File: src/rtl/mem_arbiter.sv
// mem_arbiter
// Shares the single-port unified instruction/data memory of the multicycle
// RISC-V core between the core port and a DMA/loader port. One non-pipelined
// access at a time; ties alternate against the previous owner.
//
// state | meaning
// ------+----------------------------------------------------------------
// IDLE  | no transaction; requests sampled here, grant latches mem_* regs
// ISSUE | mem_en high for this single cycle, latency counter loaded
// WAIT  | counting down the memory latency; read data captured at cnt==0
// DONE  | owner's done pulse is high; last_owner updated
//
// Ports
//   clk, rst                      clock, synchronous active-high reset
//   core_req/we/addr/wdata        core request (held until core_done)
//   core_done, core_rdata         core completion pulse, read data register
//   dma_req/we/addr/wdata         DMA request (held until dma_done)
//   dma_done, dma_rdata           DMA completion pulse, read data register
//   mem_en, mem_we, mem_addr,     registered memory strobe / command
//   mem_wdata, mem_rdata          write data / read data from memory
//   busy                          high whenever the FSM is not in IDLE

module mem_arbiter #(
    parameter int MEM_LAT = 2,
    parameter int AW      = 32,
    parameter int DW      = 32
) (
    input  logic          clk,
    input  logic          rst,

    input  logic          core_req,
    input  logic          core_we,
    input  logic [AW-1:0] core_addr,
    input  logic [DW-1:0] core_wdata,
    output logic          core_done,
    output logic [DW-1:0] core_rdata,

    input  logic          dma_req,
    input  logic          dma_we,
    input  logic [AW-1:0] dma_addr,
    input  logic [DW-1:0] dma_wdata,
    output logic          dma_done,
    output logic [DW-1:0] dma_rdata,

    output logic          mem_en,
    output logic          mem_we,
    output logic [AW-1:0] mem_addr,
    output logic [DW-1:0] mem_wdata,
    input  logic [DW-1:0] mem_rdata,

    output logic          busy
);

    typedef enum logic [1:0] {
        IDLE  = 2'd0,
        ISSUE = 2'd1,
        WAIT  = 2'd2,
        DONE  = 2'd3
    } state_t;

    localparam logic       OWN_CORE = 1'b0;
    localparam logic       OWN_DMA  = 1'b1;
    localparam logic [3:0] CNT_LOAD = 4'(MEM_LAT - 1);

    state_t     state;
    logic       owner;
    logic       last_owner;
    logic [3:0] cnt;
    logic       grant_dma;

    // DMA wins when it is the only requester, or on a tie when the core
    // owned the previous transaction.
    assign grant_dma = dma_req && (!core_req || (last_owner == OWN_CORE));

    always_ff @(posedge clk) begin
        if (rst) begin
            state      <= IDLE;
            owner      <= OWN_CORE;
            last_owner <= OWN_DMA;
            cnt        <= 4'd0;
            mem_en     <= 1'b0;
            mem_we     <= 1'b0;
            mem_addr   <= '0;
            mem_wdata  <= '0;
            core_done  <= 1'b0;
            dma_done   <= 1'b0;
            core_rdata <= '0;
            dma_rdata  <= '0;
            busy       <= 1'b0;
        end else begin
            mem_en    <= 1'b0;
            core_done <= 1'b0;
            dma_done  <= 1'b0;

            case (state)
                IDLE: begin
                    if (core_req || dma_req) begin
                        if (grant_dma) begin
                            owner     <= OWN_DMA;
                            mem_we    <= dma_we;
                            mem_addr  <= dma_addr;
                            mem_wdata <= dma_wdata;
                        end else begin
                            owner     <= OWN_CORE;
                            mem_we    <= core_we;
                            mem_addr  <= core_addr;
                            mem_wdata <= core_wdata;
                        end
                        mem_en <= 1'b1;
                        busy   <= 1'b1;
                        state  <= ISSUE;
                    end
                end

                ISSUE: begin
                    cnt   <= CNT_LOAD;
                    state <= WAIT;
                end

                WAIT: begin
                    if (cnt == 4'd0) begin
                        // mem_rdata is valid in exactly this cycle; writes
                        // leave the rdata registers untouched.
                        if (!mem_we) begin
                            if (owner == OWN_DMA) begin
                                dma_rdata <= mem_rdata;
                            end else begin
                                core_rdata <= mem_rdata;
                            end
                        end
                        if (owner == OWN_DMA) begin
                            dma_done <= 1'b1;
                        end else begin
                            core_done <= 1'b1;
                        end
                        state <= DONE;
                    end else begin
                        cnt <= cnt - 4'd1;
                    end
                end

                DONE: begin
                    last_owner <= owner;
                    busy       <= 1'b0;
                    state      <= IDLE;
                end

                default: begin
                    state <= IDLE;
                end
            endcase
        end
    end

endmodule

File: config.mk
export PLATFORM = sky130hd
export DESIGN_NAME = mem_arbiter
export DESIGN_NICKNAME = d
export VERILOG_FILES = /design/src/rtl/mem_arbiter.sv
export SDC_FILE = /design/constraint.sdc
export NUM_CORES = 1
export LEC_CHECK = 0
export CAP_MARGIN = 5
export CORE_MARGIN = 5
export CORE_UTILIZATION = 35
export CTS_CLUSTER_SIZE = 12
export DETAILED_ROUTE_END_ITERATION = 6
export GPL_ROUTABILITY_DRIVEN = 0
export GPL_TIMING_DRIVEN = 0
export PLACE_DENSITY = 0.72
export SETUP_SLACK_MARGIN = 0.15
export SYNTH_ARGS = -nofsm -noshare
export SYNTH_HDL_FRONTEND = slang
export SYNTH_SLANG_ARGS = --single-unit
File: constraint.sdc
create_clock -name clk -period 4.65 [get_ports clk]
set_input_delay 0.93 -clock clk [delete_from_list [all_inputs] [get_ports clk]]
set_output_delay 0.93 -clock clk [all_outputs]
set_load 0.02 [all_outputs]
# Word-level counts from Yosys, hierarchy flattened
# Index checks and enable logic that the tools add are counted.
dict set report word_totals {
  in_bits 166
  ff_bits 141
  out_inout_bits 133
}
dict set report classes {
  reduce_logical 16
  n_addsub 1
  eq_ne 6
  n_mux 14
  bitwise 6
}
# op n
set op_table {}
lappend op_table {{32-bit 2-to-1 mux} 2}
lappend op_table {{2-bit case mux with 4 select lines} 1}
lappend op_table {{4-bit case mux with 2 select lines} 1}
lappend op_table {{2-bit AND reduction} 4}
lappend op_table {{4-bit AND reduction} 2}
lappend op_table {{1-bit 2-to-1 mux} 6}
lappend op_table {{2-bit != test, second input constant} 3}
lappend op_table {{1-bit inverter} 6}
lappend op_table {{2-bit == test, second input constant} 2}
lappend op_table {{4-bit zero test} 1}
lappend op_table {{2-bit 2-to-1 mux} 2}
lappend op_table {{4-bit 2-to-1 mux} 1}
lappend op_table {{2-bit nonzero test} 2}
lappend op_table {{4-bit by 1-bit subtractor with 4-bit output, second input constant} 1}
lappend op_table {{3-bit OR reduction} 1}
lappend op_table {{2-bit by 1-bit == test with 1-bit output, second input constant} 1}
lappend op_table {{2-bit zero test} 1}
lappend op_table {{1-bit logical OR} 2}
lappend op_table {{1-bit case mux with 2 select lines} 1}
lappend op_table {{2-bit OR reduction} 1}
lappend op_table {{1-bit logical AND} 1}
lappend op_table {{1-bit zero test} 1}

# Longest topological paths before layout
dict set report depth {
  word_depth 4
  depth_mapped 7
}

# Least setup slack after synthesis
# OpenSTA, ideal clock, no wires.
dict set report synth_timing {
  path_kind {in2reg}
  from {in dma_req}
  to {reg mem_addr[10]}
  setup_slack_ns 2.821
  t_arrival_ns 1.696
  required_time_ns 4.517
  stages 5
  path_cell_list {a21boi_2 buf_6 buf_6 mux2i_1 a21oi_1}
}
dict set report synth_via {
  elab_chain_cells 2
}
# item line
set synth_lines {}
lappend synth_lines {{start: declaration} 38} ;# input logic dma_req,
lappend synth_lines {{1-bit logical AND or 1-bit logical OR (tied branches)} {73, 97}}
lappend synth_lines {{32-bit 2-to-1 mux or 2-bit AND reduction (tied branches)} --}
lappend synth_lines {{end signal: assignment} 101} ;# mem_addr <= dma_addr;
lappend synth_lines {{end signal: assignment} 106} ;# mem_addr <= core_addr;
lappend synth_lines {{end: declaration} 47} ;# output logic [AW-1:0] mem_addr,
# Parallel ways exist; a longest one is shown, timed or not.
# A chain may end at the register's enable or synchronous reset.

# Final worst setup path
dict set report layout_timing {
  from {reg mem_we}
  to {out mem_we}
}
# item line
set layout_lines {}
lappend layout_lines {{start: declaration} 46} ;# output logic mem_we,
lappend layout_lines {{start signal: assignment} 100} ;# mem_we <= dma_we;
lappend layout_lines {{start signal: assignment} 105} ;# mem_we <= core_we;
# No word-level cell between the ends.

==> run_results.csv <==
group,metric,value,unit
timing,period_needed,2420,ps
synthesis,synth_edf_count,0,
synthesis,yosysTopAreaCell,"dfxtp_1",
floorplan,coreArea,0.0164,sq mm
worst_setup_path,path_max_fanout,3,
clock_tree,root_buffer,"clkbuf_16",
place,port_buffers,298,
synthesis,synthTopCellsByArea,"dfxtp_1 (49%), mux2i_1 (22%), nand2_1 (6.4%), a21oi_1 (5.6%), o21ai_0 (5.6%)",
cells_and_area,area_growth,67.4,%
global_route,grt_max_degree,17,
cells_and_area,diodes,0,
synthesis,syn_nets,767,
timing,report.final.setup_viol,0,
synthesis,yosys_warnings,0,
timing,tns,0,ps
worst_setup_path,cp.required,3720,ps
flow_run,cap_violations,0,
timing,maxSlewHeadroom,0.634,
synthesis,ys_seq_elements,141,
clock_tree,clk_latency,420,ps
floorplan,rows,47,
timing,hold_viol,0,
place,placed_cell_area,0.00905,sq mm
cells_and_area,finalCoreUtilization,0.591,
cells_and_area,design_area,0.00969,sq mm
worst_setup_path,start_kind,"flop",
worst_setup_path,criticalPathCategory,"reg2out",
worst_setup_path,arrival,1490,ps
worst_setup_path,crit_chain,"clkdlybuf4s50_1",
synthesis,yosys_most_used_dff,"dfxtp_1",
power,p_per_area,516,mW/mm^2
power,ir_drop,0.260,mV
place,dp_cells,1114,
floorplan,fp.dieH,139,um
synthesis,syn_area,0.00579,sq mm
global_route,grt_pass1_wl,30000,um
synthesis,synth_area_per_cell,9.71,sq um
worst_setup_path,critPathTopFamily,"buffers and inverters",
timing,fin_crit_sh,0.520,
worst_setup_path,cpMaxStageDelayCell,"clkdlybuf4s50_1",
route,dr.pass1.iters,6,
min_path,min_path_type,"reg2reg",
clock_tree,htreeDepth,4,
route,viasPerCell,4.76,
clock_tree,cts_tree,"done",
route,wl_per_cell,17.4,um
floorplan,die_width,139,um
synthesis,synth_cell_types,37,
floorplan,initial_core_util,0.353,
synthesis,synthArstFlopShare,0,
clock_tree,cts_setup_buffers,0,
clock_tree,cts.clk_slew.worst_paths,60,ps
clock_tree,ctsHoldBuffers,0,
cells_and_area,nets,1084,
timing,finalMaxSlewViolations,0,
clock_tree,cts.sinks,141,
timing,rsz0062_at_grt,"false",
global_route,antenna_found_initial,0,
worst_setup_path,end_kind,"output port",
synthesis,synth_common_cells,"dfxtp_1 (141), mux2i_1 (130), nand2_1 (98)",
timing,fmax,413,MHz
cells_and_area,drive_above_1_share,0.0724,
route,dr.first_iter.drc_count,175,
route,remaining_drc_errors,0,
route,ant_nets,0,
synthesis,yosysMostFrequentCell,"dfxtp_1",
worst_setup_path,path_buf_inv,1,
cells_and_area,stdcell_count,1146,
clock_tree,cts_made_buffers,17,
route,via_count,5460,
power,p_leak,0.00381,uW
synthesis,syn_inst,596,
place,hpwl,15600,um
clock_tree,clk_path_buf_depth,2,
outcome,status,"completed",
global_route,grt_pass1_vias,5531,
clock_tree,cts_resized,0,
global_route,grt_usage,0.198,
floorplan,ioPinCount,299,
timing,tightestPinTransition,549,ps
synthesis,ys_seq_area_frac,0.488,
floorplan,dieArea,0.0192,sq mm
worst_setup_path,max_stage_delay,680,ps
synthesis,synth_top_area_frac,0.488,
timing,finClkSkew,8.86,ps
global_route,grt.overflow.total,0,
route,totalWireLength,19900,um
stage by stage:
step	hold slack [ps]	power, uW	worst slack (ps)
after floorplan	463	2640	2820
after CTS	457	5050	2190
after detailed placement	447	3570	1810
final	456	5000	2230
after global placement	442	3550	1800
after global routing	469	5240	2140
sequential cells by signal, summed over array words and instances, names as in the netlist:
register    flops
core_rdata     32
dma_rdata      32
mem_addr       32
mem_wdata      32
cnt             4
state           2
busy            1
core_done       1
dma_done        1
last_owner      1
mem_en          1
mem_we          1
owner           1
cell usage in the layout (no fill, tap or decap), drive strengths merged, types with 2 or more instances in the layout:
| master | Yosys | final |
|---|---|---|
| nor2 | 8 | 8 |
| clkdlybuf4s50 | 0 | 298 |
| clkinv | 1 | 7 |
| buf | 30 | 30 |
| o21ai | 65 | 65 |
| dfxtp | 141 | 141 |
| a21oi | 65 | 65 |
| ha | 5 | 5 |
| mux2i | 130 | 130 |
| nor3 | 2 | 2 |
| nor3b | 2 | 2 |
| clkinvlp | 0 | 2 |
| inv | 6 | 7 |
| nand2 | 98 | 98 |
| nand4 | 3 | 3 |
| clkbuf | 17 | 36 |
| bufinv | 0 | 4 |
| nor2b | 2 | 2 |
| a211oi | 5 | 5 |
layout make-up:
type                            instances  area, sq um
Inverter                                7         26.3
Fill cell                            1444         6720
Buffer                                 47          280
Multi-Input combinational cell        401         2660
Clock inverter                         13          189
Timing Repair Buffer                  298         2980
Sequential cell                       141         2820
Tap cell                              220          275
Clock buffer                           19          453
report_power, final:
group	total, uW	internal [uW]	switching [uW]	leakage (uW)
combinational	1910	862	1040	0.00235
clock	1460	929	532	0.000310
sequential	1630	1490	145	0.00116
total	5000	3280	1720	0.00381
per-layer routing:
| metal | part of all wire | track usage | wire [um] |
|---|---|---|---|
| met1 | 0.40 | 0.220 | 7920 |
| met2 | 0.50 | 0.351 | 9930 |
| met3 | 0.090 | 0.0745 | 1790 |
| met4 | 0.015 | 0.0659 | 296 |
| met5 | 0 | 0 | 0 |
cell families after synthesis:
group	after synthesis	synth area share
AO/OA/AOI/OAI	144	0.133
adder cells (fa/ha/maj)	5	0.0108
buffers and inverters	54	0.0529
flip-flops	141	0.488
multiplexers	130	0.225
AND/OR/NAND/NOR	122	0.0908
worst paths after layout:
kind                               endpoint  slack (ps)                 startpoint  depth (start not counted)
setup / recovery                     mem_we        2230        mem_we$_SDFFE_PP0P_                          1
hold / removal    dma_rdata[9]$_SDFFE_PP0P_         460  dma_rdata[9]$_SDFFE_PP0P_                          2
setup reg to reg  mem_addr[25]$_SDFFE_PP0P_        2730      state[0]$_SDFFE_PP0P_                          6
hold reg to reg   dma_rdata[9]$_SDFFE_PP0P_         460  dma_rdata[9]$_SDFFE_PP0P_                          2
Power figures use the tool's default switching activity.
